### src/rtl/ps2_key_tracker.sv
// rtl/ps2_key_tracker.sv - PS/2 Set 2 scan-code decoder feeding two held-key slots
// Optional KEY_EXTENDED_FLAG_EN keeps the E0 flag per slot and matches keys on {ext, code}.

module ps2_key_tracker #(
  parameter int TIMEOUT_CYCLES = 1100000,
  parameter int CNT_W          = 21
) (
  input  logic       clock,
  input  logic       reset,
  input  logic [7:0] ps2_data,
  input  logic       ps2_valid,
  output logic       key1_on,
  output logic [7:0] key1_code,
  output logic       key2_on,
  output logic [7:0] key2_code,
  output logic       prefix_err
`ifdef KEY_EXTENDED_FLAG_EN
  ,
  output logic       key1_ext,
  output logic       key2_ext
`endif
);

  localparam logic [1:0] S_IDLE    = 2'd0;
  localparam logic [1:0] S_EXT     = 2'd1;
  localparam logic [1:0] S_BRK     = 2'd2;
  localparam logic [1:0] S_EXT_BRK = 2'd3;

  localparam logic [CNT_W-1:0] TIMEOUT_LAST = CNT_W'(TIMEOUT_CYCLES - 1);

`ifdef KEY_EXTENDED_FLAG_EN
  localparam logic EXT_EN = 1'b1;
`else
  localparam logic EXT_EN = 1'b0;
`endif

  logic [1:0]       state_q, state_d;
  logic [CNT_W-1:0] cnt_q, cnt_d;
  logic             err_q, err_d;
  logic             k1_on_q, k1_on_d;
  logic [7:0]       k1_code_q, k1_code_d;
  logic             k1_ext_q, k1_ext_d;
  logic             k2_on_q, k2_on_d;
  logic [7:0]       k2_code_q, k2_code_d;
  logic             k2_ext_q, k2_ext_d;

  logic       is_e0, is_f0, is_ignored;
  logic       make_evt, brk_evt, evt_ext_raw, evt_ext;
  logic       hit1, hit2;

  assign is_e0 = (ps2_data == 8'hE0);
  assign is_f0 = (ps2_data == 8'hF0);
  assign is_ignored = (ps2_data == 8'h00) || (ps2_data == 8'hAA) || (ps2_data == 8'hEE) ||
                      (ps2_data == 8'hFA) || (ps2_data == 8'hFE) || (ps2_data == 8'hFF) ||
                      (ps2_data == 8'hE1);

  // Prefix decoding; a fresh E0/F0 inside a prefix restarts decoding from that byte.
  always_comb begin
    state_d     = state_q;
    cnt_d       = cnt_q;
    err_d       = 1'b0;
    make_evt    = 1'b0;
    brk_evt     = 1'b0;
    evt_ext_raw = 1'b0;
    if (ps2_valid) begin
      cnt_d = '0;
      case (state_q)
        S_IDLE: begin
          if (is_e0)           state_d = S_EXT;
          else if (is_f0)      state_d = S_BRK;
          else if (!is_ignored) make_evt = 1'b1;
        end
        S_EXT: begin
          if (is_e0)      state_d = S_EXT;
          else if (is_f0) state_d = S_EXT_BRK;
          else begin
            make_evt    = 1'b1;
            evt_ext_raw = 1'b1;
            state_d     = S_IDLE;
          end
        end
        S_BRK, S_EXT_BRK: begin
          if (is_e0)      state_d = S_EXT;
          else if (is_f0) state_d = S_BRK;
          else begin
            brk_evt     = 1'b1;
            evt_ext_raw = (state_q == S_EXT_BRK);
            state_d     = S_IDLE;
          end
        end
        default: state_d = S_IDLE;
      endcase
    end else if (state_q != S_IDLE) begin
      if (cnt_q == TIMEOUT_LAST) begin
        state_d = S_IDLE;
        cnt_d   = '0;
        err_d   = 1'b1;
      end else begin
        cnt_d = cnt_q + CNT_W'(1);
      end
    end
  end

  // Without the ext feature every event and slot carries ext=0, so matching reduces to the code.
  assign evt_ext = EXT_EN & evt_ext_raw;
  assign hit1 = k1_on_q && ({k1_ext_q, k1_code_q} == {evt_ext, ps2_data});
  assign hit2 = k2_on_q && ({k2_ext_q, k2_code_q} == {evt_ext, ps2_data});

  always_comb begin
    k1_on_d   = k1_on_q;
    k1_code_d = k1_code_q;
    k1_ext_d  = k1_ext_q;
    k2_on_d   = k2_on_q;
    k2_code_d = k2_code_q;
    k2_ext_d  = k2_ext_q;
    if (make_evt && !hit1 && !hit2) begin
      if (!k1_on_q) begin
        k1_on_d   = 1'b1;
        k1_code_d = ps2_data;
        k1_ext_d  = evt_ext;
      end else if (!k2_on_q) begin
        k2_on_d   = 1'b1;
        k2_code_d = ps2_data;
        k2_ext_d  = evt_ext;
      end
    end
    if (brk_evt) begin
      if (hit1) k1_on_d = 1'b0;
      if (hit2) k2_on_d = 1'b0;
    end
  end

  always_ff @(posedge clock) begin
    if (reset) begin
      state_q   <= S_IDLE;
      cnt_q     <= '0;
      err_q     <= 1'b0;
      k1_on_q   <= 1'b0;
      k1_code_q <= 8'h00;
      k1_ext_q  <= 1'b0;
      k2_on_q   <= 1'b0;
      k2_code_q <= 8'h00;
      k2_ext_q  <= 1'b0;
    end else begin
      state_q   <= state_d;
      cnt_q     <= cnt_d;
      err_q     <= err_d;
      k1_on_q   <= k1_on_d;
      k1_code_q <= k1_code_d;
      k1_ext_q  <= k1_ext_d;
      k2_on_q   <= k2_on_d;
      k2_code_q <= k2_code_d;
      k2_ext_q  <= k2_ext_d;
    end
  end

  assign key1_on    = k1_on_q;
  assign key1_code  = k1_code_q;
  assign key2_on    = k2_on_q;
  assign key2_code  = k2_code_q;
  assign prefix_err = err_q;
`ifdef KEY_EXTENDED_FLAG_EN
  assign key1_ext = k1_ext_q;
  assign key2_ext = k2_ext_q;
`endif

endmodule

### config.mk
export PLATFORM = sky130hd
export DESIGN_NAME = ps2_key_tracker
export DESIGN_NICKNAME = d
export VERILOG_FILES = /design/src/rtl/ps2_key_tracker.sv
export SDC_FILE = /design/constraint.sdc
export NUM_CORES = 1
export LEC_CHECK = 0
export ABC_AREA = 1
export CAP_MARGIN = 20
export CORE_MARGIN = 4
export CORE_UTILIZATION = 31
export CTS_CLUSTER_DIAMETER = 150
export DETAILED_ROUTE_END_ITERATION = 10
export SLEW_MARGIN = 15
export SYNTH_ARGS = -nofsm -noshare
export SYNTH_HDL_FRONTEND = slang
export SYNTH_SLANG_ARGS = --single-unit
### constraint.sdc
create_clock -name clock -period 3.89 [get_ports clock]
set_input_delay 1.167 -clock clock [delete_from_list [all_inputs] [get_ports clock]]
set_output_delay 1.167 -clock clock [all_outputs]
set_load 0.01 [all_outputs]
==> results.sh, run 1 <==
export IMPL_status="finished clean"
export IMPL_clock_skew_final_ns=0.0126
export IMPL_grt_total_usage=0.134
export IMPL_initial_utilization=0.323
export IMPL_hold_viol=0
export IMPL_crit_family="simple AND/OR/NAND/NOR gates"
export IMPL_cts_root_buf="clkbuf_8"
export IMPL_wirelength_um=6480
export IMPL_nets=431
export IMPL_grt_max_degree=21
export IMPL_insertion_delay_ns=0.30
export IMPL_min_path_type="flop to flop"
export IMPL_io_pins=30
export IMPL_period_needed_ns=2.90
export IMPL_antenna_found_initial=0
export IMPL_dieWidth_um=98.2
export IMPL_core_area_um2=7810
export IMPL_grt_remaining_overflow=0
export IMPL_first_pass_iters=4
export IMPL_cts_tree="yes"
export IMPL_ant_nets=0
export IMPL_yosys_area_share_simple=0.465
export IMPL_placed_cells=514
export IMPL_met3WireLength_um=309
export IMPL_top_layer_used="met4"
export IMPL_area_delta_synth_final_pct=19.3
export IMPL_cp_common_cell="nand2_2"
export IMPL_pwr_density_cell_nw_per_um2=301
export IMPL_slew_headroom=0.582
export IMPL_wl_met2_um=2890
export IMPL_dieArea_um2=9640
export IMPL_slew_violations=0
export IMPL_final_common_cell="nand2_1"
export IMPL_synthAdderAreaFrac=0.00496
export IMPL_ys_seq_area_frac=0.333
export IMPL_drtIter0Drc=205
export IMPL_clock_fmax_ghz=0.345
export IMPL_drc=0
export IMPL_hold_start="cnt_q[17]$_SDFFE_PP0N_"
export IMPL_synthesis_nets=399
export IMPL_htreeDepth=2
export IMPL_cts_max_path_buffers=2
export IMPL_tns_ns=0
export IMPL_rsz0062_at_grt="false"
export IMPL_syn_area_um2=2520
export IMPL_via_per_inst=4.83
export IMPL_path_cells="clkdlybuf4s50_1, inv_1, nand2_2, nor2_2, nand2_2, nand2_2, nor2_4, nand2_2, nor2_4, nand4_1, nand2_1, nor2_1"
export IMPL_vias=2522
export IMPL_clk_transition_reported_paths_ns=0.08
export IMPL_critPathBufInv=2
export IMPL_synth_cell_types=32
export IMPL_syn_inst=387
export IMPL_cts_hold_buf=0
export IMPL_leakagePower_nw=1.13
export IMPL_syn_area_per_cell_um2=6.51
export IMPL_synth_xor_area_share=0.0243
export IMPL_cp_slowest_cell="clkdlybuf4s50_1"
export IMPL_startpoint="ps2_data[3]"
export IMPL_rr_startpoint="key1_on$_SDFF_PP0_"
export IMPL_num_antenna_cells=0
export IMPL_worstPathArrival_ns=3.08
export IMPL_required_ns=4.07
export IMPL_tightest_slew_ns=0.626
export IMPL_crit_type="input pin to flop"
export IMPL_ys_ff_latch=42
export IMPL_peakVddDrop_v=0.000125
export IMPL_dp_final_hpwl_um=4880
export IMPL_cts_buffers=5
export IMPL_synth_compound_gate_area_share=0.0868
export IMPL_io_buffers=29
export IMPL_max_cap_violations=0
export IMPL_grt_pass1_vias=2195
export IMPL_synthMuxAreaShare=0
export IMPL_place_congestion=0.860
export IMPL_critPathMaxFanout=17
export IMPL_m1WireLength_um=3210
export IMPL_critPathMaxStageDelay_ns=0.56
export IMPL_ys_warn_count=0
export IMPL_start_kind="input pin"
export IMPL_synth_top_family_by_area="simple AND/OR/NAND/NOR gates"
export IMPL_wl_per_cell_um=12.4
export IMPL_post_cts_buffers=0
export IMPL_finalSetupViolations=0
export IMPL_cts_sinks=42
export IMPL_grt_pass1_wl_um=10900
export IMPL_die_h_um=98.2
export IMPL_drive_above_1_share=0.0976
export IMPL_cts_resized=0
export IMPL_rows=32
export IMPL_power_mw=0.907
export IMPL_min_period_over_period=0.746
export IMPL_layout_common_cells="nand2_1, nor2_1, inv_1, dfxtp_1, clkdlybuf4s50_1"
export IMPL_critPathCaptureType="flop"
export IMPL_layout_cells_non_filler=522
final timing paths:
kind / endpoint / slack (ns) / depth (start not counted)
worst min-delay path: cnt_q[17]$_SDFFE_PP0N_ / 0.51 / 2
worst max-delay path: key1_code[7]$_SDFFE_PP0P_ / 0.99 / 12
worst min register to register: cnt_q[17]$_SDFFE_PP0N_ / 0.51 / 2
worst max register to register: key1_code[7]$_SDFFE_PP0P_ / 1.87 / 11
cell type report:
cell class	count	area (um2)
Clock inverter	2	12.5
Tap cell	102	128
Multi-Input combinational cell	292	1470
Inverter	49	189
Timing Repair Buffer	29	290
Fill cell	853	4800
Sequential cell	42	841
Clock buffer	6	82.6
worst register-to-register path, stage by stage (launching register included):
cell	delay, ns
dfxtp_1	0.69
inv_2	0.21
a21oi_1	0.19
nand2_1	0.08
nor2_1	0.11
nand3_1	0.14
nand2_2	0.12
inv_2	0.05
nand3_4	0.08
nor2_4	0.08
nor2_1	0.11
nor2_1	0.05
state kept, by name (all words and copies together), names as in the netlist:
register and cells:
cnt_q 21, key1_code 8, key1_on 1, key2_code 8, key2_on 1, prefix_err 1, state_q 2
cells in the mapped netlist:
| cell | n | area share |
|---|---|---|
| a211oi_1 | 2 | 0.0060 |
| a21oi_1 | 20 | 0.040 |
| a31oi_1 | 1 | 0.0025 |
| buf_4 | 1 | 0.0030 |
| buf_6 | 1 | 0.0045 |
| clkbuf_1 | 2 | 0.0030 |
| clkinv_1 | 1 | 0.0015 |
| dfxtp_1 | 42 | 0.33 |
| ha_1 | 1 | 0.0050 |
| inv_1 | 42 | 0.063 |
| inv_2 | 5 | 0.0074 |
| inv_6 | 1 | 0.0035 |
| nand2_1 | 88 | 0.13 |
| nand2_2 | 9 | 0.022 |
| nand3_1 | 17 | 0.034 |
| nand3_2 | 1 | 0.0040 |
| nand3_4 | 1 | 0.0069 |
| nand4_1 | 27 | 0.067 |
| nand4_2 | 1 | 0.0050 |
| nor2_1 | 67 | 0.10 |
| nor2_2 | 4 | 0.0099 |
| nor2_4 | 8 | 0.036 |
| nor3_1 | 13 | 0.026 |
| nor3_2 | 2 | 0.0079 |
| nor3b_1 | 2 | 0.0060 |
| nor3b_2 | 1 | 0.0050 |
| nor4_1 | 2 | 0.0050 |
| o21a_1 | 1 | 0.0030 |
| o21ai_0 | 14 | 0.028 |
| o21ai_1 | 1 | 0.0020 |
| o21bai_1 | 2 | 0.0060 |
| xor2_1 | 7 | 0.024 |
routing by layer:
metal	vias to the layer above	global-route usage
li1	1322	-
met1	1144	0.196
met2	48	0.201
met3	8	0.0250
met4	0	0.0347
met5	-	0
logic make-up (layout without fill, tap and decap cells):
| family | count (synthesis) | count (layout) |
|---|---|---|
| xor+xnor | 7 | 7 |
| buf+inv | 53 | 86 |
| flops | 42 | 42 |
| compound gates | 41 | 41 |
| fa+ha+maj | 1 | 1 |
| simple gates | 243 | 243 |
report_power, final:
part | internal [mW] | switching (mW)
logic | 0.0632 | 0.0823
registers | 0.444 | 0.0182
clock network | 0.143 | 0.156
total | 0.650 | 0.256
metrics by stage:
stage / hold slack (ns) / utilization / setup slack, ns / instance area [um2]
floorplan: 0.467 / - / 1.61 / 2520
CTS: 0.509 / 0.385 / 1.02 / 3010
global route: 0.527 / 0.385 / 0.840 / 3010
global placement: 0.493 / 0.373 / 0.756 / 2910
detailed placement: 0.494 / 0.373 / 0.720 / 2910
finish: 0.509 / 0.385 / 0.990 / 3010
(Power assumes the default switching activity.)
==> run 2, diff against run 1 <==
==> constraint.sdc (replaced) <==
create_clock -name clock -period 2.82 [get_ports clock]
set_input_delay 0.846 -clock clock [delete_from_list [all_inputs] [get_ports clock]]
set_output_delay 0.846 -clock clock [all_outputs]
set_load 0.01 [all_outputs]
==> run 2 against run 1 <==
Against the previous run:
- sequential power rose by 37%
- global-route usage up 0.82 points
- first-iteration DRC count decreased by 14%
- routed wire length is 2.4% higher
- critical endpoint is now key2_code[3]$_SDFFE_PP0P_
- largest cell class unchanged
- highest routed layer unchanged
==> results.sh, run 2 (synthesized netlist as in run 1, its figures left out) <==
export IMPL_status="finished clean"
export IMPL_reg2regPathDepth=12
export IMPL_grt_remaining_overflow=0
export IMPL_rr_startpoint="key1_on$_SDFF_PP0_"
export IMPL_cts_max_path_buffers=2
export IMPL_grt_max_degree=18
export IMPL_via_per_inst=4.86
export IMPL_io_buffers=29
export IMPL_wirelength_um=6640
export IMPL_slew_headroom=0.731
export IMPL_die_h_um=98.2
export IMPL_cp_common_cell="nand2_1"
export IMPL_drive_above_1_share=0.119
export IMPL_io_pins=30
export IMPL_post_dp_cell_area_um2=3000
export IMPL_cts_buffers=5
export IMPL_cts_hold_buf=0
export IMPL_drc=0
export IMPL_start_kind="input pin"
export IMPL_cp_slowest_cell="clkdlybuf4s50_1"
export IMPL_ant_nets=0
export IMPL_clock_fmax_ghz=0.420
export IMPL_initial_utilization=0.323
export IMPL_critPathMaxStageDelay_ns=0.47
export IMPL_reg2reg_to="key1_code[7]$_SDFFE_PP0P_"
export IMPL_required_ns=3.07
export IMPL_critPathCaptureType="flop"
export IMPL_nets=441
export IMPL_holdPathStages=2
export IMPL_top_register="cnt_q"
export IMPL_antenna_found_initial=0
export IMPL_cts_resized=0
export IMPL_first_pass_iters=4
export IMPL_largest_register_ffs=21
export IMPL_worstPathArrival_ns=2.63
export IMPL_rsz0062_at_grt="false"
export IMPL_vias=2586
export IMPL_dp_final_hpwl_um=5020
export IMPL_insertion_delay_ns=0.31
export IMPL_grt_pass1_vias=2355
export IMPL_grt_pass1_wl_um=11400
export IMPL_place_congestion=0.859
export IMPL_slew_violations=0
export IMPL_finalSetupViolations=0
export IMPL_wl_per_cell_um=12.5
export IMPL_layout_common_cells="nand2_1, nor2_1, inv_1, dfxtp_1, clkdlybuf4s50_1"
export IMPL_power_mw=1.35
export IMPL_htreeDepth=2
export IMPL_area_delta_synth_final_pct=23.5
export IMPL_pwr_density_cell_nw_per_um2=433
export IMPL_hold_start="cnt_q[17]$_SDFFE_PP0N_"
export IMPL_leakagePower_nw=1.20
export IMPL_dieArea_um2=9640
export IMPL_num_antenna_cells=0
export IMPL_cts_sinks=42
export IMPL_max_cap_violations=0
export IMPL_fin_util=0.399
export IMPL_dieWidth_um=98.2
export IMPL_pre_cts_slack_ns=0.121
export IMPL_rows=32
export IMPL_peakVddDrop_v=0.000181
export IMPL_fin_area_um2=3110
export IMPL_fin_ws_ns=0.440
export IMPL_hold_viol=0
export IMPL_drtIter0Drc=177
export IMPL_min_period_over_period=0.844
export IMPL_min_path_type="flop to flop"
export IMPL_cts_tree="yes"
export IMPL_cts_root_buf="clkbuf_8"
export IMPL_crit_type="input pin to flop"
export IMPL_grt_total_usage=0.142
export IMPL_rrSetupSlack_ns=0.92
export IMPL_path_cells="clkdlybuf4s50_1, inv_1, nor2_1, nand2_1, nand2_1, nand2_1, nand2_1, o21bai_1, nand3_4, nor2_4, nor2_1, nor2_1"
export IMPL_core_area_um2=7810
export IMPL_period_needed_ns=2.38
export IMPL_final_common_cell="nand2_1"
export IMPL_critPathMaxFanout=8
export IMPL_clk_transition_reported_paths_ns=0.09
export IMPL_post_cts_buffers=0
export IMPL_tightest_slew_ns=0.401
export IMPL_hold_end="cnt_q[17]$_SDFFE_PP0N_"
export IMPL_tns_ns=0
export IMPL_clock_skew_final_ns=0.0161
## run 2: cell types whose count changed in the layout (fill, tap and decap cells not counted)
| cell | previous run | this run |
|---|---|---|
| buf_4 | 0 | 9 |
| clkbuf_8 | 6 | 5 |
| buf_12 | 0 | 1 |
| inv_6 | 1 | 2 |
| bufinv_16 | 0 | 1 |
| clkinvlp_4 | 1 | 0 |
## run 2: area by class of cell
cell class | count | area [um2]
timing repair buffer | 39 | 378
multi-input combinational | 292 | 1470
tap | 102 | 128
clock inverter | 3 | 43.8
fill | 849 | 4690
clock buffer | 5 | 68.8
inverter | 49 | 189
sequential | 42 | 841
## run 2: worst max-delay path by stage
stage | start | endpoint | slack, ns | cells past startpoint
after floorplan | ps2_data[0] | key2_code[0]$_SDFFE_PP0P_ | 0.86 | 12
after global placement | ps2_data[0] | key2_code[2]$_SDFFE_PP0P_ | 0.14 | 13
after detailed placement | ps2_data[0] | key2_code[3]$_SDFFE_PP0P_ | 0.12 | 13
after CTS | ps2_data[0] | key2_code[3]$_SDFFE_PP0P_ | 0.44 | 13
after global routing | ps2_data[0] | key2_code[7]$_SDFFE_PP0P_ | 0.23 | 12
final | ps2_data[0] | key2_code[3]$_SDFFE_PP0P_ | 0.44 | 12
## run 2: through the flow
stage | hold WS [ns] | instances
2_1_floorplan | 0.467 | 387
6_report | 0.515 | 532
3_5_place_dp | 0.499 | 524
3_3_place_gp | 0.490 | 524
4_1_cts | 0.514 | 532
5_1_grt | 0.528 | 532
## run 2: power breakdown
| group | internal [mW] | leakage [nW] | switching [mW] |
|---|---|---|---|
| Combinational | 0.0976 | 0.796 | 0.120 |
| Clock | 0.266 | 0.0585 | 0.231 |
| Sequential | 0.613 | 0.342 | 0.0218 |
| Total | 0.976 | 1.20 | 0.372 |
## run 2: layer usage
| layer | up-vias | share of wire | global-route usage |
|---|---|---|---|
| met1 | 1180 | 0.48 | 0.199 |
| met4 | 0 | 0.012 | 0.0504 |
| met2 | 52 | 0.46 | 0.217 |
| li1 | 1346 | - | - |
| met5 | - | 0 | 0 |
| met3 | 8 | 0.044 | 0.0257 |
## run 2: worst max-delay path: cells and delay by family
family	cells	cell delay (ns)
AO/OA/AOI/OAI	1	0.22
buffers and inverters	2	0.72
AND/OR/NAND/NOR	9	0.82
